--- src/rtl/posit_acc_sched_pkg.sv ---
// Shared types and constants for the posit accumulation scheduler.
// The optional POSIT_ACC_NAR_STICKY_EN feature is selected in posit_acc_sched.sv.
package posit_acc_sched_pkg;

  localparam int NBITS      = 32;
  localparam int LAT        = 4;
  localparam int NSLOT      = 4;
  localparam int ACC_SLOT_W = $clog2(NSLOT);

  typedef struct packed {
    logic                  valid;
    logic [ACC_SLOT_W-1:0] slot;
  } acc_tag;

  typedef logic [1:0] acc_state;

  localparam logic [1:0] IDLE  = 2'd0;
  localparam logic [1:0] ACCUM = 2'd1;
  localparam logic [1:0] DRAIN = 2'd2;
  localparam logic [1:0] OUT   = 2'd3;

  localparam logic [NBITS-1:0] POSIT_NAR = 32'h8000_0000;

endpackage

--- src/rtl/posit_acc_sched_if.sv ---
// Operand stream, adder issue/return and result stream of the accumulation scheduler.
interface posit_acc_sched_if;
  import posit_acc_sched_pkg::*;

  logic [NBITS-1:0] in_data;
  logic             in_valid;
  logic             in_last;
  logic             in_ready;
  logic [NBITS-1:0] add_in1;
  logic [NBITS-1:0] add_in2;
  logic             add_start;
  logic [NBITS-1:0] add_result;
  logic             add_done;
  logic [NBITS-1:0] out_data;
  logic             out_valid;
  logic             out_ready;
  logic             err;

  modport master (
    output in_data, in_valid, in_last, add_result, add_done, out_ready,
    input  in_ready, add_in1, add_in2, add_start, out_data, out_valid, err
  );

  modport slave (
    input  in_data, in_valid, in_last, add_result, add_done, out_ready,
    output in_ready, add_in1, add_in2, add_start, out_data, out_valid, err
  );

endinterface

--- src/rtl/acc_tag_pipe.sv ---
// Shift register of {valid, slot} tags that mirrors the adder pipeline;
// the head lines up with the adder's done strobe.
module acc_tag_pipe
  import posit_acc_sched_pkg::*;
#(
  parameter int DEPTH = LAT
) (
  input  logic   clk,
  input  logic   clear,
  input  acc_tag tag_in,
  output acc_tag head
);

  acc_tag stage [DEPTH];

  always_ff @(posedge clk) begin
    if (clear) begin
      for (int i = 0; i < DEPTH; i++) stage[i] <= '0;
    end else begin
      stage[0] <= tag_in;
      for (int i = 1; i < DEPTH; i++) stage[i] <= stage[i-1];
    end
  end

  assign head = stage[DEPTH-1];

endmodule

--- src/rtl/posit_acc_sched.sv ---
// Streaming posit accumulator around an external LAT-cycle adder, using NSLOT partial sums.
// Define POSIT_ACC_NAR_STICKY_EN to short-circuit a set to NaR once a NaR operand is seen.
module posit_acc_sched
  import posit_acc_sched_pkg::*;
(
  input  logic clk,
  input  logic reset,
  posit_acc_sched_if.slave bus
);

  acc_state              state_q;
  logic [NBITS-1:0]      slot_data [NSLOT];
  logic [NSLOT-1:0]      slot_valid;
  logic [NSLOT-1:0]      slot_busy;
  logic [ACC_SLOT_W-1:0] ptr;
  logic                  err_q;
  logic                  nar_q;
  logic                  nar_in;
  acc_tag                head;
  acc_tag                issue_tag;

  logic                  in_rdy, accept, head_hit, fwd, store;
  logic                  acc_issue, drain_issue, wb_en, drain_done;
  logic [NBITS-1:0]      in1, in2, rem_data;
  logic [ACC_SLOT_W-1:0] pair_lo, pair_hi;
  logic                  pair_ok, lo_found;
  logic [ACC_SLOT_W:0]   n_valid;

`ifdef POSIT_ACC_NAR_STICKY_EN
  assign nar_in = (bus.in_data == POSIT_NAR);
`else
  assign nar_in = 1'b0;
`endif

  // Pick the two lowest idle partial sums for reduction and find the survivor.
  always_comb begin
    pair_ok  = 1'b0;
    lo_found = 1'b0;
    pair_lo  = '0;
    pair_hi  = '0;
    n_valid  = '0;
    rem_data = '0;
    for (int i = 0; i < NSLOT; i++) begin
      if (slot_valid[i]) begin
        n_valid  = n_valid + (ACC_SLOT_W+1)'(1);
        rem_data = slot_data[i];
      end
      if (slot_valid[i] && !slot_busy[i]) begin
        if (!lo_found) begin
          lo_found = 1'b1;
          pair_lo  = ACC_SLOT_W'(i);
        end else if (!pair_ok) begin
          pair_ok = 1'b1;
          pair_hi = ACC_SLOT_W'(i);
        end
      end
    end
  end

  // A busy slot can still take a beat when its result returns this very cycle.
  always_comb begin
    head_hit = head.valid && (head.slot == ptr);
    case (state_q)
      IDLE:    in_rdy = 1'b1;
      ACCUM:   in_rdy = nar_q || !slot_busy[ptr] || head_hit;
      default: in_rdy = 1'b0;
    endcase
    if (reset) in_rdy = 1'b0;
    accept      = bus.in_valid && in_rdy;
    acc_issue   = 1'b0;
    drain_issue = 1'b0;
    fwd         = 1'b0;
    store       = 1'b0;
    in1         = '0;
    in2         = '0;
    issue_tag   = '0;
    if (accept && !nar_q && !nar_in) begin
      if (slot_busy[ptr]) begin
        acc_issue = 1'b1;
        fwd       = 1'b1;
        in2       = bus.add_result;
      end else if (slot_valid[ptr]) begin
        acc_issue = 1'b1;
        in2       = slot_data[ptr];
      end else begin
        store = 1'b1;
      end
      if (acc_issue) begin
        in1             = bus.in_data;
        issue_tag.valid = 1'b1;
        issue_tag.slot  = ptr;
      end
    end else if (state_q == DRAIN && pair_ok && !nar_q && !reset) begin
      drain_issue     = 1'b1;
      in1             = slot_data[pair_lo];
      in2             = slot_data[pair_hi];
      issue_tag.valid = 1'b1;
      issue_tag.slot  = pair_lo;
    end
    wb_en      = head.valid && !fwd;
    drain_done = nar_q ? (slot_busy == '0)
                       : ((n_valid == (ACC_SLOT_W+1)'(1)) && (slot_busy == '0));
  end

  always_ff @(posedge clk) begin
    if (reset) begin
      state_q    <= IDLE;
      slot_valid <= '0;
      slot_busy  <= '0;
      ptr        <= '0;
      err_q      <= 1'b0;
      nar_q      <= 1'b0;
    end else begin
      if (head.valid != bus.add_done) err_q <= 1'b1;
      if (wb_en) begin
        slot_data[head.slot]  <= bus.add_result;
        slot_valid[head.slot] <= 1'b1;
        slot_busy[head.slot]  <= 1'b0;
      end
      if (store) begin
        slot_data[ptr]  <= bus.in_data;
        slot_valid[ptr] <= 1'b1;
      end
      if (acc_issue) begin
        slot_valid[ptr] <= 1'b0;
        slot_busy[ptr]  <= 1'b1;
      end
      if (drain_issue) begin
        slot_valid[pair_lo] <= 1'b0;
        slot_busy[pair_lo]  <= 1'b1;
        slot_valid[pair_hi] <= 1'b0;
      end
      if (accept) begin
        ptr <= ptr + ACC_SLOT_W'(1);
        if (nar_in) nar_q <= 1'b1;
      end
      case (state_q)
        IDLE, ACCUM: if (accept) state_q <= bus.in_last ? DRAIN : ACCUM;
        DRAIN:       if (drain_done) state_q <= OUT;
        default: begin
          if (bus.out_ready) begin
            state_q    <= IDLE;
            slot_valid <= '0;
            slot_busy  <= '0;
            ptr        <= '0;
            nar_q      <= 1'b0;
          end
        end
      endcase
    end
  end

  acc_tag_pipe #(.DEPTH(LAT)) u_tag_pipe (
    .clk    (clk),
    .clear  (reset),
    .tag_in (issue_tag),
    .head   (head)
  );

  assign bus.in_ready  = in_rdy;
  assign bus.add_start = acc_issue | drain_issue;
  assign bus.add_in1   = in1;
  assign bus.add_in2   = in2;
  assign bus.out_valid = (state_q == OUT);
  assign bus.out_data  = (state_q == OUT) ? (nar_q ? POSIT_NAR : rem_data) : '0;
  assign bus.err       = err_q;

endmodule
--- src/flat_wrapper.sv ---
// flat-port wrapper written by rule: the top's interface ports become plain ports
module posit_acc_sched_flat import posit_acc_sched_pkg::*;
  (clk, reset, bus_in_data, bus_in_valid, bus_in_last, bus_add_result, bus_add_done, bus_out_ready, bus_in_ready, bus_add_in1, bus_add_in2, bus_add_start, bus_out_data, bus_out_valid, bus_err);
  posit_acc_sched_if bus_i ();
  input  logic clk;
  input  logic reset;
  input wire logic [$bits(bus_i.in_data)-1:0] bus_in_data;
  input wire logic [$bits(bus_i.in_valid)-1:0] bus_in_valid;
  input wire logic [$bits(bus_i.in_last)-1:0] bus_in_last;
  input wire logic [$bits(bus_i.add_result)-1:0] bus_add_result;
  input wire logic [$bits(bus_i.add_done)-1:0] bus_add_done;
  input wire logic [$bits(bus_i.out_ready)-1:0] bus_out_ready;
  output wire logic [$bits(bus_i.in_ready)-1:0] bus_in_ready;
  output wire logic [$bits(bus_i.add_in1)-1:0] bus_add_in1;
  output wire logic [$bits(bus_i.add_in2)-1:0] bus_add_in2;
  output wire logic [$bits(bus_i.add_start)-1:0] bus_add_start;
  output wire logic [$bits(bus_i.out_data)-1:0] bus_out_data;
  output wire logic [$bits(bus_i.out_valid)-1:0] bus_out_valid;
  output wire logic [$bits(bus_i.err)-1:0] bus_err;
  assign bus_i.in_data = bus_in_data;
  assign bus_i.in_valid = bus_in_valid;
  assign bus_i.in_last = bus_in_last;
  assign bus_i.add_result = bus_add_result;
  assign bus_i.add_done = bus_add_done;
  assign bus_i.out_ready = bus_out_ready;
  assign bus_in_ready = bus_i.in_ready;
  assign bus_add_in1 = bus_i.add_in1;
  assign bus_add_in2 = bus_i.add_in2;
  assign bus_add_start = bus_i.add_start;
  assign bus_out_data = bus_i.out_data;
  assign bus_out_valid = bus_i.out_valid;
  assign bus_err = bus_i.err;
  posit_acc_sched u_core (.clk(clk), .reset(reset), .bus(bus_i));
endmodule
--- config.mk ---
export PLATFORM = sky130hd
export DESIGN_NAME = posit_acc_sched_flat
export DESIGN_NICKNAME = d
export VERILOG_FILES = /design/src/rtl/posit_acc_sched_pkg.sv /design/src/rtl/posit_acc_sched_if.sv /design/src/rtl/acc_tag_pipe.sv /design/src/rtl/posit_acc_sched.sv /design/src/flat_wrapper.sv
export SDC_FILE = /design/constraint.sdc
export NUM_CORES = 1
export LEC_CHECK = 0
export ABC_AREA = 0
export BUFFER_PORTS_ARGS = -buffer_cell sky130_fd_sc_hd__buf_2
export CORE_ASPECT_RATIO = 1.1
export CORE_MARGIN = 1.5
export CORE_UTILIZATION = 35
export DETAILED_ROUTE_END_ITERATION = 8
export PLACE_DENSITY = 0.61
export SYNTH_ARGS = -nofsm -noshare
export SYNTH_HDL_FRONTEND = slang
export SYNTH_HIERARCHICAL = 1
export SYNTH_SLANG_ARGS = --single-unit
--- constraint.sdc ---
create_clock -name clk -period 11.8 [get_ports clk]
set_clock_uncertainty 0.2 [all_clocks]
set_input_delay 1.77 -clock clk [delete_from_list [all_inputs] [get_ports clk]]
set_output_delay 1.77 -clock clk [all_outputs]
set_load 0.05 [all_outputs]
==> flow_summary.toml <==
[hold_path]
hold_depth = 1
min_path_type = "flip-flop to flip-flop"

[power]
intPower_w = 0.000968
pwr-share-clk = 0.358
p_leak_nw = 4.24
ir_drop_v = 0.000109
finalPower_w = 0.00136
power_density_nw_per_um2 = 106
power.switching_w = 0.000392
p_seq_frac = 0.459
power_frac_comb = 0.183
switching_share = 0.288

[clock_tree]
cts_sinks = 153
worst_skew_pair.late_latency_ns = 0.42
postCtsSetupRepairBufs = 0
cts_hold_buffers = 0
clock_path_buffers = 2
cts_buffers = 17
clkTransAtPathRegs_ns = 0.06
ctsRootBufferMaster = "clkbuf_16"
cts_resized = 0
cts_tree = "built"
htreeDepth = 4

[yosys]
synthesis.nets = 1011
synth_async_sr_flop_share = 0
synthesis.area_um2 = 11200
ys_warn_count = 6
synth.avg_cell_area_um2 = 12.0
synth_flop_cell = "edfxtp_1"
synth_edf_count = 128
yosysSeqAreaShare = 0.389
synth_top_cell_area_share = 0.344
synth_seq_cells = 153
postSynthCellCount = 930
ys_types = 60
yosysTopAreaCell = "edfxtp_1"
synth_area_leaders = "edfxtp_1 34%, mux4_2 13%, mux2_1 12%"

[detailed_routing]
viasPerCell = 6.47
drt_iter0_drc = 1406
drt_wl_total_um = 38300
wl_per_cell_um = 26.1
antenna_left = 0
route.detailed.drc = 0
via_count = 9496
dr.pass1.iters = 6

[finish]
area_delta_synth_final_pct = 14.4
drive_above_1_share = 0.310
nets = 1112
post-route-util = 0.407
layout_common_cells = "169 x buf_2, 128 x edfxtp_1, 122 x mux2_1"
layout_commonest_cell = "buf_2"

[global_route]
grt_pass1_vias = 9277
gr-usage-all-layers = 0.230
grt_antenna_before_repair = 5
grt-ovfl-total = 0
grt_max_degree = 76
grt_pass1_wl_um = 57500

[place]
gp_congestion = 0.822
port_buffers = 169
pre_cts_slack_ns = 5.24
place_hpwl_um = 22500

[setup_path]
crit_required_ns = 9.83
r2r_cells = 6
end_kind = "primary output"
worst_setup_path_start_kind = "flip-flop"
crit_fanout = 40
arrival_ns = 5.02
critPathKind = "flip-flop to primary output"

[timing]
setup_tns_ns = 0
worst_slack_ns = 4.81
hold_viol = 0
slew_headroom = 0.238
drv_slew = 0
rsz0062_at_grt = "no"
fin_crit_ns = 6.99
worst_slew_pin_slew_ns = 1.14
whs_ns = 0.239
setup_viol_count_final = 0
fmax_mhz = 143
period_share = 0.592

[floorplanning]
floorplan.initialDensity = 0.356
die-area_um2 = 33000
coreArea_um2 = 31400
row_count = 68
fp.dieH_um = 190
die_width_um = 173
top_level_ports = 170

[status]
status = "complete, no violations"

[run]
maxCapViolCount = 0
==> state kept, by name (all words and copies together), names as in the netlist <==
name	count
u_core/slot_valid	4
u_core/state_q	2
u_core/bus.err	1
u_core/slot_data	128
u_core/u_tag_pipe/stage	12
u_core/slot_busy	4
u_core/ptr	2
==> kinds of logic after synthesis <==
logic type	Yosys count	synth area share
AND/OR/NAND/NOR	179	0.0933
adder cells (fa/ha/maj)	11	0.0123
buffers and inverters	112	0.0524
multiplexers	195	0.263
AO/OA/AOI/OAI	274	0.185
XOR/XNOR	6	0.00470
flip-flops	153	0.389
==> stage by stage <==
| stage | area (um2) | std cells |
|---|---|---|
| after detailed placement | 12300 | 1432 |
| after CTS | 12800 | 1464 |
| after global placement | 12300 | 1432 |
| final | 12800 | 1467 |
| after floorplan | 11200 | 930 |
| after global routing | 12800 | 1466 |
==> path summary, 6_finish.rpt <==
kind / from / end / slack [ns]
worst max register to register: u_core/ptr[0] / u_core/u_tag_pipe/stage[0][1] / 7.13
worst max-delay path: u_core/ptr[0] / bus_add_in1[13] / 4.81
worst min-delay path: u_core/u_tag_pipe/stage[2][0] / u_core/u_tag_pipe/stage[3][0] / 0.24
worst min register to register: u_core/u_tag_pipe/stage[2][0] / u_core/u_tag_pipe/stage[3][0] / 0.24
==> worst max-delay path, cell delays in order (launching register included) <==
cell and delay [ns]:
dfxtp_4 0.89, mux4_2 1.09, or2_1 0.96, o21ai_4 0.17, nor2_4 0.90, a22o_1 0.29
buf_2 0.27
==> per-layer routing <==
metal / wire, um / share of wire / GRT usage / vias up
met1: 15000 / 0.39 / 0.304 / 4656
li1: - / - / - / 4055
met3: 4080 / 0.11 / 0.0445 / 103
met5: 26 / 0.00068 / 0 / -
met2: 18000 / 0.47 / 0.367 / 678
met4: 1140 / 0.030 / 0.104 / 4
==> layout make-up <==
class | count | area, um2
Timing Repair Buffer | 182 | 943
Fill cell | 3033 | 18600
Clock inverter | 13 | 80.1
Antenna cell | 3 | 7.51
Tap cell | 420 | 526
Clock buffer | 19 | 433
Multi-Input combinational cell | 665 | 6400
Inverter | 12 | 45.0
Sequential cell | 153 | 4350
==> Yosys cell counts, types with 6 or more instances <==
| cell | instances |
|---|---|
| a21oi_1 | 44 |
| a221oi_1 | 32 |
| a22o_1 | 33 |
| a32oi_1 | 32 |
| buf_1 | 9 |
| buf_2 | 9 |
| buf_6 | 16 |
| clkbuf_1 | 63 |
| dfxtp_1 | 25 |
| edfxtp_1 | 128 |
| ha_1 | 11 |
| inv_1 | 12 |
| mux2_1 | 122 |
| mux2_2 | 6 |
| mux4_2 | 66 |
| nand2_1 | 17 |
| nand2b_1 | 6 |
| nor2_1 | 51 |
| nor2b_1 | 37 |
| nor2b_2 | 8 |
| nor3_1 | 33 |
| o221ai_1 | 32 |
| o22ai_1 | 64 |
==> power groups by stage <==
stage	clock (W)	sequential (W)	combinational, W
3_5_place_dp	0	0.000636	0.000244
2_1_floorplan	0	0.000625	0.000182
4_1_cts	0.000498	0.000624	0.000246
3_3_place_gp	0	0.000635	0.000243
5_1_grt	0.000518	0.000627	0.000265
6_report	0.000488	0.000624	0.000249
Power figures use the tool's default switching activity.
